File: src/rtl/mips_ctrl_pkg.sv
// Shared encodings for the multicycle MIPS control path: FSM states, opcodes,
// funct codes, ALU operation classes and datapath mux select codes.
package mips_ctrl_pkg;

  typedef enum logic [3:0] {
    StFetch    = 4'd0,
    StDecode   = 4'd1,
    StMemAdr   = 4'd2,
    StMemRd    = 4'd3,
    StMemWb    = 4'd4,
    StMemWr    = 4'd5,
    StExecute  = 4'd6,
    StAluWb    = 4'd7,
    StBranch   = 4'd8,
    StAddiExec = 4'd9,
    StAddiWb   = 4'd10,
    StJump     = 4'd11
  } state_e;

  localparam logic [5:0] OpRtype = 6'b000000;
  localparam logic [5:0] OpLw    = 6'b100011;
  localparam logic [5:0] OpSw    = 6'b101011;
  localparam logic [5:0] OpBeq   = 6'b000100;
  localparam logic [5:0] OpAddi  = 6'b001000;
  localparam logic [5:0] OpJ     = 6'b000010;

  localparam logic [5:0] FunctAdd = 6'b100000;
  localparam logic [5:0] FunctSub = 6'b100010;
  localparam logic [5:0] FunctAnd = 6'b100100;
  localparam logic [5:0] FunctOr  = 6'b100101;
  localparam logic [5:0] FunctSlt = 6'b101010;

  typedef enum logic [1:0] {
    AluOpAdd   = 2'b00,
    AluOpSub   = 2'b01,
    AluOpFunct = 2'b10
  } alu_op_e;

  localparam logic [2:0] AluCtlAnd = 3'b000;
  localparam logic [2:0] AluCtlOr  = 3'b001;
  localparam logic [2:0] AluCtlAdd = 3'b010;
  localparam logic [2:0] AluCtlSub = 3'b110;
  localparam logic [2:0] AluCtlSlt = 3'b111;

  localparam logic [1:0] SrcBReg    = 2'b00;
  localparam logic [1:0] SrcBFour   = 2'b01;
  localparam logic [1:0] SrcBImm    = 2'b10;
  localparam logic [1:0] SrcBImmSh2 = 2'b11;

  localparam logic [1:0] PcSrcAluResult = 2'b00;
  localparam logic [1:0] PcSrcAluOut    = 2'b01;
  localparam logic [1:0] PcSrcJump      = 2'b10;

endpackage

File: src/rtl/multicycle_controller_if.sv
// Controller <-> datapath bundle: instruction fields and status in, every
// mux select and write enable out, plus the current state for debug.
interface multicycle_controller_if #(
  parameter int unsigned STATE_W = 4
);
  logic [5:0]         opcode;
  logic [5:0]         funct;
  logic               zero;
  logic               mem_ready;
  logic               IorD;
  logic               MemWrite;
  logic               IRWrite;
  logic               PCEn;
  logic [1:0]         PCSrc;
  logic               ALUSrcA;
  logic [1:0]         ALUSrcB;
  logic [2:0]         ALUControl;
  logic               RegDst;
  logic               MemtoReg;
  logic               RegWrite;
  logic               illegal_op;
  logic [STATE_W-1:0] state;

  modport master (
    input  opcode, funct, zero, mem_ready,
    output IorD, MemWrite, IRWrite, PCEn, PCSrc, ALUSrcA, ALUSrcB, ALUControl,
           RegDst, MemtoReg, RegWrite, illegal_op, state
  );

  modport slave (
    output opcode, funct, zero, mem_ready,
    input  IorD, MemWrite, IRWrite, PCEn, PCSrc, ALUSrcA, ALUSrcB, ALUControl,
           RegDst, MemtoReg, RegWrite, illegal_op, state
  );
endinterface

File: src/rtl/alu_decoder.sv
// Maps the FSM's ALU operation class plus the R-type funct field to the
// 3-bit ALU control code.
module alu_decoder
  import mips_ctrl_pkg::*;
(
  input  alu_op_e    alu_op,
  input  logic [5:0] funct,
  output logic [2:0] alu_control
);

  always_comb begin
    alu_control = AluCtlAdd;
    case (alu_op)
      AluOpSub: alu_control = AluCtlSub;
      AluOpFunct: begin
        // Unknown funct falls back to add and is not treated as illegal.
        case (funct)
          FunctAdd: alu_control = AluCtlAdd;
          FunctSub: alu_control = AluCtlSub;
          FunctAnd: alu_control = AluCtlAnd;
          FunctOr:  alu_control = AluCtlOr;
          FunctSlt: alu_control = AluCtlSlt;
          default:  alu_control = AluCtlAdd;
        endcase
      end
      default: alu_control = AluCtlAdd;
    endcase
  end

endmodule

File: src/rtl/multicycle_controller.sv
// Main control FSM for a multicycle MIPS datapath: one microstep per clock,
// Moore-decoded controls with memory-ready gating and illegal-opcode flagging.
module multicycle_controller
  import mips_ctrl_pkg::*;
#(
  parameter int unsigned STATE_W = 4
) (
  input logic                     clk,
  input logic                     reset,
  multicycle_controller_if.master ctrl_bus
);

  state_e     state_q, state_d;
  alu_op_e    alu_op;
  logic [2:0] alu_control;
  logic       ir_write, pc_write, branch, mem_write, reg_write, illegal;
  logic       iord, alu_src_a, reg_dst, mem_to_reg;
  logic [1:0] pc_src, alu_src_b;

  always_ff @(posedge clk or posedge reset) begin
    if (reset) begin
      state_q <= StFetch;
    end else begin
      state_q <= state_d;
    end
  end

  always_comb begin
    state_d    = StFetch;
    iord       = 1'b0;
    ir_write   = 1'b0;
    pc_write   = 1'b0;
    branch     = 1'b0;
    mem_write  = 1'b0;
    reg_write  = 1'b0;
    illegal    = 1'b0;
    pc_src     = PcSrcAluResult;
    alu_src_a  = 1'b0;
    alu_src_b  = SrcBReg;
    alu_op     = AluOpAdd;
    reg_dst    = 1'b0;
    mem_to_reg = 1'b0;
    case (state_q)
      StFetch: begin
        alu_src_b = SrcBFour;
        ir_write  = ctrl_bus.mem_ready;
        pc_write  = ctrl_bus.mem_ready;
        state_d   = ctrl_bus.mem_ready ? StDecode : StFetch;
      end
      StDecode: begin
        // ALU precomputes the branch target while the opcode is decoded.
        alu_src_b = SrcBImmSh2;
        case (ctrl_bus.opcode)
          OpLw, OpSw: state_d = StMemAdr;
          OpRtype:    state_d = StExecute;
          OpBeq:      state_d = StBranch;
          OpAddi:     state_d = StAddiExec;
          OpJ:        state_d = StJump;
          default: begin
            state_d = StFetch;
            illegal = 1'b1;
          end
        endcase
      end
      StMemAdr: begin
        alu_src_a = 1'b1;
        alu_src_b = SrcBImm;
        state_d   = (ctrl_bus.opcode == OpSw) ? StMemWr : StMemRd;
      end
      StMemRd: begin
        iord    = 1'b1;
        state_d = ctrl_bus.mem_ready ? StMemWb : StMemRd;
      end
      StMemWb: begin
        mem_to_reg = 1'b1;
        reg_write  = 1'b1;
      end
      StMemWr: begin
        iord      = 1'b1;
        mem_write = ctrl_bus.mem_ready;
        state_d   = ctrl_bus.mem_ready ? StFetch : StMemWr;
      end
      StExecute: begin
        alu_src_a = 1'b1;
        alu_op    = AluOpFunct;
        state_d   = StAluWb;
      end
      StAluWb: begin
        reg_dst   = 1'b1;
        reg_write = 1'b1;
      end
      StBranch: begin
        alu_src_a = 1'b1;
        alu_op    = AluOpSub;
        branch    = 1'b1;
        pc_src    = PcSrcAluOut;
      end
      StAddiExec: begin
        alu_src_a = 1'b1;
        alu_src_b = SrcBImm;
        state_d   = StAddiWb;
      end
      StAddiWb: begin
        reg_write = 1'b1;
      end
      StJump: begin
        pc_src   = PcSrcJump;
        pc_write = 1'b1;
      end
      default: state_d = StFetch;
    endcase
  end

  alu_decoder u_alu_decoder (
    .alu_op      (alu_op),
    .funct       (ctrl_bus.funct),
    .alu_control (alu_control)
  );

  // Enables are masked by reset so nothing is written once reset rises.
  assign ctrl_bus.IRWrite    = ir_write & ~reset;
  assign ctrl_bus.PCEn       = (pc_write | (branch & ctrl_bus.zero)) & ~reset;
  assign ctrl_bus.MemWrite   = mem_write & ~reset;
  assign ctrl_bus.RegWrite   = reg_write & ~reset;
  assign ctrl_bus.illegal_op = illegal & ~reset;
  assign ctrl_bus.IorD       = iord;
  assign ctrl_bus.PCSrc      = pc_src;
  assign ctrl_bus.ALUSrcA    = alu_src_a;
  assign ctrl_bus.ALUSrcB    = alu_src_b;
  assign ctrl_bus.ALUControl = alu_control;
  assign ctrl_bus.RegDst     = reg_dst;
  assign ctrl_bus.MemtoReg   = mem_to_reg;
  assign ctrl_bus.state      = STATE_W'(state_q);

endmodule

File: src/flat_wrapper.sv
// flat-port wrapper written by rule: the top's interface ports become plain ports
module multicycle_controller_flat import mips_ctrl_pkg::*;
#(
  parameter int unsigned STATE_W = 4
)
  (clk, reset, ctrl_bus_opcode, ctrl_bus_funct, ctrl_bus_zero, ctrl_bus_mem_ready, ctrl_bus_IorD, ctrl_bus_MemWrite, ctrl_bus_IRWrite, ctrl_bus_PCEn, ctrl_bus_PCSrc, ctrl_bus_ALUSrcA, ctrl_bus_ALUSrcB, ctrl_bus_ALUControl, ctrl_bus_RegDst, ctrl_bus_MemtoReg, ctrl_bus_RegWrite, ctrl_bus_illegal_op, ctrl_bus_state);
  multicycle_controller_if #(.STATE_W(STATE_W)) ctrl_bus_i ();
  input logic clk;
  input logic reset;
  input wire logic [$bits(ctrl_bus_i.opcode)-1:0] ctrl_bus_opcode;
  input wire logic [$bits(ctrl_bus_i.funct)-1:0] ctrl_bus_funct;
  input wire logic [$bits(ctrl_bus_i.zero)-1:0] ctrl_bus_zero;
  input wire logic [$bits(ctrl_bus_i.mem_ready)-1:0] ctrl_bus_mem_ready;
  output wire logic [$bits(ctrl_bus_i.IorD)-1:0] ctrl_bus_IorD;
  output wire logic [$bits(ctrl_bus_i.MemWrite)-1:0] ctrl_bus_MemWrite;
  output wire logic [$bits(ctrl_bus_i.IRWrite)-1:0] ctrl_bus_IRWrite;
  output wire logic [$bits(ctrl_bus_i.PCEn)-1:0] ctrl_bus_PCEn;
  output wire logic [$bits(ctrl_bus_i.PCSrc)-1:0] ctrl_bus_PCSrc;
  output wire logic [$bits(ctrl_bus_i.ALUSrcA)-1:0] ctrl_bus_ALUSrcA;
  output wire logic [$bits(ctrl_bus_i.ALUSrcB)-1:0] ctrl_bus_ALUSrcB;
  output wire logic [$bits(ctrl_bus_i.ALUControl)-1:0] ctrl_bus_ALUControl;
  output wire logic [$bits(ctrl_bus_i.RegDst)-1:0] ctrl_bus_RegDst;
  output wire logic [$bits(ctrl_bus_i.MemtoReg)-1:0] ctrl_bus_MemtoReg;
  output wire logic [$bits(ctrl_bus_i.RegWrite)-1:0] ctrl_bus_RegWrite;
  output wire logic [$bits(ctrl_bus_i.illegal_op)-1:0] ctrl_bus_illegal_op;
  output wire logic [$bits(ctrl_bus_i.state)-1:0] ctrl_bus_state;
  assign ctrl_bus_i.opcode = ctrl_bus_opcode;
  assign ctrl_bus_i.funct = ctrl_bus_funct;
  assign ctrl_bus_i.zero = ctrl_bus_zero;
  assign ctrl_bus_i.mem_ready = ctrl_bus_mem_ready;
  assign ctrl_bus_IorD = ctrl_bus_i.IorD;
  assign ctrl_bus_MemWrite = ctrl_bus_i.MemWrite;
  assign ctrl_bus_IRWrite = ctrl_bus_i.IRWrite;
  assign ctrl_bus_PCEn = ctrl_bus_i.PCEn;
  assign ctrl_bus_PCSrc = ctrl_bus_i.PCSrc;
  assign ctrl_bus_ALUSrcA = ctrl_bus_i.ALUSrcA;
  assign ctrl_bus_ALUSrcB = ctrl_bus_i.ALUSrcB;
  assign ctrl_bus_ALUControl = ctrl_bus_i.ALUControl;
  assign ctrl_bus_RegDst = ctrl_bus_i.RegDst;
  assign ctrl_bus_MemtoReg = ctrl_bus_i.MemtoReg;
  assign ctrl_bus_RegWrite = ctrl_bus_i.RegWrite;
  assign ctrl_bus_illegal_op = ctrl_bus_i.illegal_op;
  assign ctrl_bus_state = ctrl_bus_i.state;
  multicycle_controller #(.STATE_W(STATE_W)) u_core (.clk(clk), .reset(reset), .ctrl_bus(ctrl_bus_i));
endmodule
File: config.mk
export PLATFORM = sky130hd
export DESIGN_NAME = multicycle_controller_flat
export DESIGN_NICKNAME = d
export VERILOG_FILES = /design/src/rtl/mips_ctrl_pkg.sv /design/src/rtl/multicycle_controller_if.sv /design/src/rtl/alu_decoder.sv /design/src/rtl/multicycle_controller.sv /design/src/flat_wrapper.sv
export SDC_FILE = /design/constraint.sdc
export NUM_CORES = 1
export LEC_CHECK = 0
export CAP_MARGIN = 20
export CORE_MARGIN = 1
export CORE_UTILIZATION = 38
export CTS_CLUSTER_DIAMETER = 60
export DETAILED_ROUTE_END_ITERATION = 12
export PLACE_DENSITY = 0.79
export SETUP_SLACK_MARGIN = 0.15
export SLEW_MARGIN = 20
export SYNTH_ARGS = -nofsm -noshare
export SYNTH_HDL_FRONTEND = slang
export SYNTH_SLANG_ARGS = --single-unit
File: constraint.sdc
create_clock -name clk -period 1.7 [get_ports clk]
set_input_delay 0.17 -clock clk [delete_from_list [all_inputs] [get_ports clk]]
set_output_delay 0.17 -clock clk [all_outputs]
set_load 0.1 [all_outputs]
==> implementation parameters, run 1 <==
Parameter                              Value

Synthesis
  Cell variety after synth    44
  Post-synth top area share    15.3%
  Count of synthesis-stage warnings from yosys    0
  Syn Inst Count    89
  Most area-consuming cells after synthesis    dfrtp_1, nand2b_1, nor2_1
  EDFF count, synth    0
  Mux contribution to synthesized area    1.72%
  Synthesis-stage register bit count    4
  Ys flop type    dfrtp_1
  Library cell with the highest instance count after synthesis    nor2_1
  Most frequent cells after synthesis    nor2_1, nand2b_1, nor3_1
  Ys async rst share    100%
  Combinational family with the most area after synthesis    simple AND/OR/NAND/NOR gates
  Average size of a mapped cell    7.35 sq um
  Net count of the mapped netlist    107
  Basic-gate share of the synthesized area counting and, or, nand and nor cells    46.5%
  Adder-Cell Fraction of Synth Area    3.82%
  Fraction of the yosys area taken by sequential cells    15.3%
  Cell type with the highest aggregate area in the netlist    dfrtp_1
  Post-Synth XOR/XNOR Area    4.02%
  Complex-gate fraction of the synthesized area    22.9%
  Post-synth design cell area    654 sq um

Run status
  First error    [ERROR DPL-0038] Utilization greater than 100%, impossible to legalize
  Outcome    did not finish
  Stage at which the run stopped    detailed placement (3_5_place_dp)

Placement
  Number of buffers added on ports    35
  Final RePlAce weighted congestion    0.810

Floorplan
  Die span in x    43.5 um
  Row Count    14
  Boundary Pins    36
  Height of the die    43.5 um
  Initial Utilization    42.0%
## cells by family after synthesis
group	count (synthesis)
buf+inv	9
xor+xnor	3
flops	4
compound gates	19
simple gates	51
fa+ha+maj	2
mux	1
## per-stage QoR
step	hold WS, ns	instances
2_1_floorplan	-0.0341	89
3_3_place_gp	0.625	163
==> inputs of run 2 (changes only) <==
--- a/config.mk
+++ b/config.mk
@@ -6,12 +6,10 @@
 export NUM_CORES = 1
 export LEC_CHECK = 0
 export CAP_MARGIN = 20
-export CORE_MARGIN = 1
-export CORE_UTILIZATION = 38
-export CTS_CLUSTER_DIAMETER = 60
+export CORE_AREA = 2 2 63 65
 export DETAILED_ROUTE_END_ITERATION = 12
-export PLACE_DENSITY = 0.79
-export SETUP_SLACK_MARGIN = 0.15
+export DIE_AREA = 0 0 65 67
+export PLACE_DENSITY_LB_ADDON = 0.15
 export SLEW_MARGIN = 20
 export SYNTH_ARGS = -nofsm -noshare
 export SYNTH_HDL_FRONTEND = slang
==> run 2 against run 1 <==
Against the previous run:
- the flow now finishes, with violations (negative setup slack)
- area after synthesis unchanged
- synthesized cell count unchanged
==> implementation parameters, run 2 <==
Parameter                              Value

Run status
  Outcome    finished with violations
  Violations in the final reports    negative setup slack

Floorplan
  Full die area    4360 sq um
  Die span in x    65 um (+49%)
  Total core area    3610 sq um
  Row Count    22 (+8)
  Height of the die    67 um (+54%)
  Initial Utilization    18.1% (-24 points)
  Boundary Pins    36 (unchanged)

Setup path
  Kind of start point of the critical path    flip-flop
  Most common cell type on the critical path    nand2b_4
  Largest fanout of any net on the critical path    5
  Critical path required time    1.53 ns
  Worst path max stage delay    0.50 ns
  Critical-path top delay cell    dfrtp_4
  Worst-path cell chain    nand2b_4 > nand2b_4 > buf_6 > clkinvlp_4 > ha_4 > a211o_4 > buf_12
  Type of the worst setup path    reg -> out
  Delay-heaviest family, CP    flip-flops
  Capturing element type of the critical path    primary output
  WP depth    7
  Worst path arrival time    1.73 ns
  Count of buffering cells on the critical path with inverters included    3
  Depth of the worst register-to-register path    6

Finish
  Number of nets in the layout    189
  Diode count    0
  Most frequent standard cell in the layout excluding fill and tap cells    buf_4
  Final cell count without fillers    217
  Number of filler instances in the final layout    311
  Area grow syn2layout    204%
  Finished layout cell area    1990 sq um
  Fraction of final layout cells sized beyond drive strength 1    66.9%
  Number of flip-flops under the largest register name    4
  Commonest non-fill, non-tap cells in the layout    buf_4, buf_12, clkdlybuf4s50_1, buf_6, nand2b_4

Timing
  Achievable Freq    0.526 GHz
  Actual transition at the worst max-transition pin    0.316 ns
  Setup repair after global routing missed its margin    yes
  Final critical delay including setup and external delays    1.90 ns
  Worst clock skew    0.000690 ns
  Max-slew headroom    78.6%
  Final Hold Fails    0
  Final Worst Setup Slack    -0.202 ns
  Number of pins exceeding their max-slew limit in the final report    0
  Post-route fraction of the period consumed by the critical path    112%
  Final setup violation count    11

Pwr
  Leakage power of the design    0.797 nW
  Relative contribution of combinational cells to total power    85.5%
  Design internal power    1.33 mW
  VDD IR-drop max    0.734 mV
  Switching share of power    51.0%
  Sequential cell fraction of total power    7.2%
  Ratio of total power to cell area    1360 nW/um^2
  Clock power share    7.3%
  Switching component of the power    1.38 mW

Synthesis
  Synthesis-stage register bit count    4 (unchanged)
  Basic-gate share of the synthesized area counting and, or, nand and nor cells    46.5% (unchanged)
  EDFF count, synth    0 (unchanged)
  Ys flop type    dfrtp_1
  Most frequent cells after synthesis    nor2_1, nand2b_1, nor3_1
  Most area-consuming cells after synthesis    dfrtp_1, nand2b_1, nor2_1
  Average size of a mapped cell    7.35 sq um (unchanged)
  Post-synth top area share    15.3% (unchanged)
  Cell type with the highest aggregate area in the netlist    dfrtp_1
  Cell variety after synth    44 (unchanged)
  Complex-gate fraction of the synthesized area    22.9% (unchanged)
  Adder-Cell Fraction of Synth Area    3.82% (unchanged)
  Syn Inst Count    89 (unchanged)
  Count of synthesis-stage warnings from yosys    0 (unchanged)
  Combinational family with the most area after synthesis    simple AND/OR/NAND/NOR gates
  Post-synth design cell area    654 sq um (unchanged)
  Ys async rst share    100% (unchanged)
  Mux contribution to synthesized area    1.72% (unchanged)
  Post-Synth XOR/XNOR Area    4.02% (unchanged)
  Net count of the mapped netlist    107 (unchanged)
  Fraction of the yosys area taken by sequential cells    15.3% (unchanged)
  Library cell with the highest instance count after synthesis    nor2_1

Job
  Maximum Capacitance Violations    0

GRT
  Number of antenna violations at the first check in global routing    0
  All-layer global routing usage    12.7%
  Global-route wire length before repair    4260 um
  Vias in the first global route    986
  Global route overflow    0
  Maximum number of pins on one net before global-route repair    14

Routing
  Detail-routed via count per cell    4.51
  Detail Route Antenna Nets    0
  Detailed-route wire length    2650 um
  Detail-routed net length per standard cell    12.2 um
  First-pass detailed-route iteration total    3
  Number of design rule violations left after detail routing    0
  Vias    979
  Starting DRC count in detailed routing    8

Clock tree
  Clock latency reported for the late side of the worst-skew pair    0.22 ns
  Number of clock sinks    4
  Worst-case clock buffer depth    2
  CTS buffer count    3
  Clock transition at path regs    0.03 ns
  Deepest level of the CTS H-tree    1
  TritonCTS clock tree    yes
  Root buffer cell    clkbuf_8

Placement
  Post-detailed-placement half-perimeter wirelength    2000 um
  Place WS    -0.134 ns
  Final RePlAce weighted congestion    0.730 (-9.8%)
  Instance area after placement    1640 sq um
  Cell Count Post-Placement    197
  Number of buffers added on ports    35 (unchanged)

Hold path
  Tightest Hold Check Type    in -> async
==> run 2: logic make-up after synthesis <==
| kind of cell | count (synthesis) |
|---|---|
| multiplexers | 1 |
| buffers and inverters | 9 |
| XOR/XNOR | 3 |
| flip-flops | 4 |
| AO/OA/AOI/OAI | 19 |
| adder cells (fa/ha/maj) | 2 |
| AND/OR/NAND/NOR | 51 |
==> run 2: through the flow <==
step                      utilization, %  hold slack [ns]  power, mW  TNS (ns)
after floorplan                        -          -0.0341       1.43     -6.04
final                               55.1            0.462       2.71     -1.25
after global placement              45.6            0.671       2.08    -0.359
after detailed placement            45.6            0.693       2.09    -0.409
after CTS                           52.1            0.472       2.56     -1.14
after global routing                55.1            0.492       2.82     -1.80
==> run 2: cell type report <==
class | instances | area, sq um | area share, %
multi-input cells | 76 | 786 | 39.5
well taps | 48 | 60.1 | 3.02
clock buffers | 3 | 41.3 | 2.08
repair buffers | 82 | 962 | 48.4
inverters | 4 | 22.5 | 1.13
flip-flops and latches | 4 | 115 | 5.79
==> run 2: per-layer routing <==
| layer | track usage (%) | routed length [um] |
|---|---|---|
| met1 | 13.6 | 1070 |
| met4 | 6.38 | 43 |
| met5 | 0 | 0 |
| met3 | 2.20 | 113 |
| met2 | 23.8 | 1420 |
==> run 2: path summary, 6_finish.rpt <==
| kind | startpoint | to | slack [ns] |
|---|---|---|---|
| max in group asynchronous | reset | u_core.ctrl_bus.state[0] | 1.12 |
| min | reset | u_core.ctrl_bus.state[1] | 0.46 |
| min in group clk | ctrl_bus_opcode[5] | u_core.ctrl_bus.state[3] | 0.61 |
| max | u_core.ctrl_bus.state[3] | ctrl_bus_ALUControl[1] | -0.20 |
| min reg2reg | u_core.ctrl_bus.state[3] | u_core.ctrl_bus.state[0] | 0.80 |
| max reg2reg | u_core.ctrl_bus.state[0] | u_core.ctrl_bus.state[2] | 0.02 |
==> run 2: power by group through the flow <==
| stage | Combinational (mW) | Sequential, mW | Clock, mW |
|---|---|---|---|
| after floorplan | 1.06 | 0.373 | 0 |
| after global placement | 1.90 | 0.181 | 0 |
| after detailed placement | 1.91 | 0.181 | 0 |
| after CTS | 2.17 | 0.187 | 0.202 |
| after global routing | 2.41 | 0.200 | 0.208 |
| final | 2.31 | 0.195 | 0.198 |
==> run 2: repair_timing <==
action	in CTS	in global routing
setup buffers	8	9
pin swaps	14	5
cloned	0	0
endpoints found under the setup margin	10	14
hold buffers	0	0
gates resized for setup	33	7
==> run 2: worst register-to-register path, stage by stage, from the launching register on <==
cell and delay [ns]:
dfrtp_4 0.50, buf_6 0.13, buf_8 0.12, buf_6 0.13
nor4bb_1 0.13, o31a_1 0.30, a221o_1 0.26
No activity file was read; power rests on OpenSTA's default activity.
